--- config.mk ---
export PLATFORM = sky130hd
export DESIGN_NAME = vend_credit_ctrl
export DESIGN_NICKNAME = d
export VERILOG_FILES = /design/src/rtl/vend_pkg.sv /design/src/rtl/vend_credit_ctrl_debounce.sv /design/src/rtl/vend_credit_ctrl.sv
export SDC_FILE = /design/constraint.sdc
export NUM_CORES = 1
export LEC_CHECK = 0
export ABC_AREA = 1
export CORE_MARGIN = 5
export CORE_UTILIZATION = 51
export CTS_CLUSTER_DIAMETER = 80
export DETAILED_ROUTE_END_ITERATION = 8
export GPL_ROUTABILITY_DRIVEN = 0
export PLACE_DENSITY = 0.83
export SETUP_SLACK_MARGIN = 0.3
export SYNTH_ARGS = -nofsm -noshare
export SYNTH_HDL_FRONTEND = slang
export SYNTH_SLANG_ARGS = --single-unit
--- constraint.sdc ---
create_clock -name clk -period 3 [get_ports clk]
set_input_delay 0.9 -clock clk [delete_from_list [all_inputs] [get_ports clk]]
set_output_delay 0.9 -clock clk [all_outputs]
set_load 0.01 [all_outputs]
--- src/rtl/vend_pkg.sv ---
// Shared types and default coin table for the vending credit controller.
package vend_pkg;

    typedef enum logic [1:0] {
        IDLE     = 2'd0,
        ACCUM    = 2'd1,
        DISPENSE = 2'd2,
        REFUND   = 2'd3
    } vend_state_e;

    localparam int          DEF_NUM_COINS  = 3;
    localparam int          DEF_CREDIT_W   = 8;
    localparam logic [23:0] DEF_COIN_VALS  = {8'd25, 8'd10, 8'd5};
    localparam int          DEF_MAX_CREDIT = 100;
    localparam int          DEF_DB_STAGES  = 3;

endpackage

--- src/rtl/vend_credit_ctrl_debounce.sv ---
// Per-coin debouncer: level is high only after DB_STAGES consecutive high samples.
module coin_debounce #(
    parameter int DB_STAGES = 3
) (
    input  logic clk,
    input  logic rst_n,
    input  logic raw,
    output logic db,
    output logic rise
);

    logic [DB_STAGES-1:0] sr;
    logic                 db_prev;

    always_ff @(posedge clk or negedge rst_n) begin
        if (!rst_n) begin
            sr      <= '0;
            db_prev <= 1'b0;
        end else begin
            sr      <= {sr[DB_STAGES-2:0], raw};
            db_prev <= db;
        end
    end

    assign db   = &sr;
    assign rise = db & ~db_prev;

endmodule

--- src/rtl/vend_credit_ctrl.sv ---
// Coin-credit controller: debounced value-weighted credit, vend on price match,
// change/refund returned through a valid/ack handshake.
module vend_credit_ctrl
    import vend_pkg::*;
#(
    parameter int                            NUM_COINS  = DEF_NUM_COINS,
    parameter int                            CREDIT_W   = DEF_CREDIT_W,
    parameter logic [NUM_COINS*CREDIT_W-1:0] COIN_VALS  = DEF_COIN_VALS,
    parameter int                            MAX_CREDIT = DEF_MAX_CREDIT,
    parameter int                            DB_STAGES  = DEF_DB_STAGES
) (
    input  logic                 clk,
    input  logic                 rst_n,
    input  logic [NUM_COINS-1:0] coin_raw,
    input  logic                 vend_req,
    input  logic                 cancel,
    input  logic [CREDIT_W-1:0]  price,
    input  logic                 change_ack,
    output logic [CREDIT_W-1:0]  credit,
    output logic                 vend,
    output logic                 insufficient,
    output logic                 coin_reject,
    output logic                 change_valid,
    output logic [CREDIT_W-1:0]  change_amt,
    output logic [1:0]           state
);

    vend_state_e          cur_state, nxt_state;
    logic [CREDIT_W-1:0]  credit_r, credit_nxt;
    logic [CREDIT_W-1:0]  change_r, change_nxt;
    logic                 insuf_nxt, reject_nxt;

    logic [NUM_COINS-1:0] coin_db, coin_edge, lowest, extra;
    logic [CREDIT_W-1:0]  coin_val;
    logic [CREDIT_W:0]    sum;
    logic                 has_coin, fits;

    genvar gi;
    generate
        for (gi = 0; gi < NUM_COINS; gi++) begin : g_db
            coin_debounce #(.DB_STAGES(DB_STAGES)) u_db (
                .clk  (clk),
                .rst_n(rst_n),
                .raw  (coin_raw[gi]),
                .db   (coin_db[gi]),
                .rise (coin_edge[gi])
            );
        end
    endgenerate

    // Lowest-index edge is the candidate; any other simultaneous edge is rejected.
    assign lowest   = coin_edge & (~coin_edge + NUM_COINS'(1));
    assign extra    = coin_edge & ~lowest;
    assign has_coin = |coin_edge;

    always_comb begin
        coin_val = '0;
        for (int i = 0; i < NUM_COINS; i++)
            if (lowest[i]) coin_val = COIN_VALS[i*CREDIT_W +: CREDIT_W];
    end

    // One extra bit so an over-limit sum can never wrap into an accepted value.
    assign sum  = {1'b0, credit_r} + {1'b0, coin_val};
    assign fits = sum <= (CREDIT_W+1)'(MAX_CREDIT);

    always_ff @(posedge clk or negedge rst_n) begin
        if (!rst_n) begin
            cur_state    <= IDLE;
            credit_r     <= '0;
            change_r     <= '0;
            vend         <= 1'b0;
            insufficient <= 1'b0;
            coin_reject  <= 1'b0;
        end else begin
            cur_state    <= nxt_state;
            credit_r     <= credit_nxt;
            change_r     <= change_nxt;
            vend         <= (nxt_state == DISPENSE);
            insufficient <= insuf_nxt;
            coin_reject  <= reject_nxt;
        end
    end

    always_comb begin
        nxt_state  = cur_state;
        credit_nxt = credit_r;
        change_nxt = change_r;
        insuf_nxt  = 1'b0;
        reject_nxt = |extra;
        case (cur_state)
            IDLE: begin
                if (has_coin) begin
                    if (fits) begin
                        credit_nxt = sum[CREDIT_W-1:0];
                        nxt_state  = ACCUM;
                    end else begin
                        reject_nxt = 1'b1;
                    end
                end
            end
            ACCUM: begin
                if (cancel) begin
                    change_nxt = credit_r;
                    credit_nxt = '0;
                    nxt_state  = REFUND;
                    if (has_coin) reject_nxt = 1'b1;
                end else if (vend_req) begin
                    if (credit_r >= price) begin
                        change_nxt = credit_r - price;
                        credit_nxt = '0;
                        nxt_state  = DISPENSE;
                    end else begin
                        insuf_nxt = 1'b1;
                    end
                    if (has_coin) reject_nxt = 1'b1;
                end else if (has_coin) begin
                    if (fits) credit_nxt = sum[CREDIT_W-1:0];
                    else      reject_nxt = 1'b1;
                end
            end
            DISPENSE: begin
                nxt_state = (change_r != '0) ? REFUND : IDLE;
                if (has_coin) reject_nxt = 1'b1;
            end
            REFUND: begin
                if (change_ack) begin
                    change_nxt = '0;
                    nxt_state  = IDLE;
                end
                if (has_coin) reject_nxt = 1'b1;
            end
            default: nxt_state = IDLE;
        endcase
    end

    // Pending change is held internally through DISPENSE but only exposed in REFUND.
    always_comb begin
        state        = cur_state;
        credit       = credit_r;
        change_valid = (cur_state == REFUND);
        change_amt   = change_valid ? change_r : '0;
    end

endmodule

==> out/metrics.yaml <==
sta:
  skew_ns: 0.0121
  slew-limit-headroom_pct: 72.0
  setup_tns_ns: 0
  finalHoldViolCount: 0
  fin_crit_ns: 2.67
  drv_slew: 0
  rsz0062_at_grt: "yes"
  setup_viol: 0
  finalCritPeriodShare_pct: 89.0
  fmaxAchievable_mhz: 375
  postLayoutSetupSlackWorst_ns: 0.331
  worstMarginPinSlew_ns: 0.420
logic_synthesis:
  yosys-top-cells-area: "dfrtp_1, nand2_1, inv_1"
  ys_seq_area_share_pct: 35.5
  synth_cells: 321
  synthFlopType: "dfrtp_1"
  synth_common_cells: "nand2_1, inv_1, dfrtp_1"
  synth.avg_cell_area_um2: 7.24
  synth-edff-count: 0
  syn_nets: 352
  yosys_warnings: 0
  synth_top_area_cell: "dfrtp_1"
  syn_area_um2: 2320
  synthArstFlopShare_pct: 100
  yosysMostFrequentCell: "nand2_1"
  ys_seq_elements: 33
  ys_types: 36
  synth_top_area_share_pct: 35.5
placed_design:
  port_buffers: 37
  dp_hpwl_um: 4340
  place_inst: 416
  pre_cts_ws_ns: -0.0784
drt:
  vias: 2314
  drt-total-wl_um: 6140
  routedWlPerCell_um: 14.0
  ant_nets: 0
  viasPerCell: 5.28
  firstDrtPassIters: 4
  drc: 0
  drt_iter0_drc: 100
setup_path:
  critPathCaptureType: "flip-flop"
  path_class: "primary input to flip-flop"
  cp.required_ns: 3.18
  slowest_stage: "clkdlybuf4s50_1"
  timing.critical_path.to: "insufficient"
  cp-startpoint: "price[5]"
  worstPathMaxFanout: 6
  critical_path.max_stage_delay_ns: 0.46
  worst_path_most_repeated_cell: "buf_4"
  rrSetupSlack_ns: 0.39
  path_cells: "clkdlybuf4s50_1, inv_1, ha_4, nand2_1, a21oi_1, nor2_1, and2_4, nand4_1, inv_2, buf_4, buf_4, buf_4, buf_4"
  rr_worst_depth: 19
  r2r_start: "g_db[0].u_db.sr[0]"
  startpoint_type: "primary input"
  arrival_ns: 2.85
  r2r-end: "credit[6]"
clock_network:
  clock_sinks: 33
  numCtsBuffers: 5
  cts-root-buf: "clkbuf_8"
  h-tree-depth: 2
  postCtsHoldBufs: 0
  clk_pin_slew_ns: 0.06
  cts_tree: "built"
  clock_path_buffers: 2
  clock_latency_ns: 0.29
grt:
  grt_util_all_layers_pct: 19.6
  grt_pass1_vias: 2076
  grt-ovfl-total: 0
  antenna_found_initial: 0
  grt_first_pass_wirelength_um: 9600
  grt_max_degree: 34
floorplan:
  die_area_um2: 6010
  initial_core_util_pct: 53.0
  dieWidth_um: 77.5
  fp.coreArea_um2: 4380
  rows: 24
  ios: 38
  die_y_um: 77.5
power_and_ir_drop:
  max-vdd-ir-drop_uv: 399
  p_leak_nw: 1.65
  p_per_area_nw_per_um2: 810
final_layout:
  fin_nets: 416
  fillers: 331
  final_core_util_pct: 71.9
  final_cells: 438
  syn_to_final_growth_pct: 35.7
  antenna_cells: 0
  final_layout_size_suffix_gt1_share_pct: 21.0
flow_run:
  cap_viol_max_count: 0
outcome:
  status: "finished clean"
min_path:
  hold_path_class: "flip-flop to flip-flop"
## cell usage in the layout, fill, tap and decap left out, drive strengths merged, types with 2 or more instances in the layout
cell type and count:
nand2 101, nor3 2, clkbuf 7, buf 22, o21ai 14, inv 66, nand4 12, nor2 27
clkdlybuf4s50 35, fa 2, nand3 17, nand3b 4, dfrtp 33, and3 3, a21oi 13, ha 13
or2 2, xor2 2
## state kept, by name, summed over array words and instances (netlist names)
signal and cells:
change_r 8, g_db.u_db.sr 9, insufficient 1, vend 1, credit 8, state 2, g_db.u_db.db_prev 3, coin_reject 1
## logic make-up after synthesis
logic type,share of synthesized area [%]
AOI/OAI and AO/OA,8.40
and+or+nand+nor,34.6
buffers and inverters,11.6
adders and majority gates,8.72
xor gates and xnor gates,1.13
DFF,35.5
## routing by layer
layer,GRT usage [%],share of wire (%),vias to the layer above
met5,0,0,-
met4,6.87,3.2,0
met3,4.05,7.0,23
met2,32.2,46,92
met1,25.6,44,1064
li1,-,-,1135
## where the power goes
part	internal [mW]	leakage [nW]	switching (mW)
Combinational	0.632	1.17	0.785
Sequential	0.548	0.420	0.153
Clock	0.271	0.0585	0.165
## worst min path at each step
stage | from | endpoint | slack (ns) | cells past startpoint
finish | g_db[1].u_db.sr[1] | g_db[1].u_db.sr[2] | 0.37 | 0
global route | g_db[1].u_db.sr[1] | g_db[1].u_db.sr[2] | 0.37 | 0
CTS | g_db[1].u_db.sr[1] | g_db[1].u_db.sr[2] | 0.37 | 0
detailed placement | g_db[1].u_db.sr[1] | g_db[1].u_db.sr[2] | 0.35 | 0
global placement | g_db[1].u_db.sr[1] | g_db[1].u_db.sr[2] | 0.35 | 0
floorplan | g_db[0].u_db.sr[1] | g_db[0].u_db.sr[2] | 0.35 | 0
## per-stage QoR
| step | power (mW) | hold slack (ns) | area [µm²] |
|---|---|---|---|
| floorplan | 1.48 | 0.346 | 2320 |
| global placement | 1.90 | 0.352 | 2820 |
| detailed placement | 1.93 | 0.353 | 2820 |
| CTS | 2.47 | 0.367 | 3040 |
| global route | 2.74 | 0.371 | 3150 |
| finish | 2.56 | 0.366 | 3150 |
## critical path: cells and delay by family
kind / cells / cell delay, ns
adders and majority gates: 1 / 0.29
buffers and inverters: 7 / 1.11
and+or+nand+nor: 4 / 0.41
AOI/OAI and AO/OA: 1 / 0.14
## cell type report
cell class,count,area (µm²),share of cell area [%]
clock inverters,1,30.0,0.952
inverters,66,250,7.93
flip-flops and latches,33,826,26.2
repair buffers,59,549,17.4
multi-input cells,220,1350,42.7
well taps,52,65.1,2.06
clock buffers,7,86.3,2.74
## repair_timing
item / in CTS / in global routing
cloned: 1 / 0
gates resized for setup: 13 / 15
endpoints found under the setup margin: 17 / 18
hold endpoints to repair: 0 / 0
buffers inserted: 6 / 7
pin swaps: 6 / 6
No activity file was read; power rests on OpenSTA's default activity.
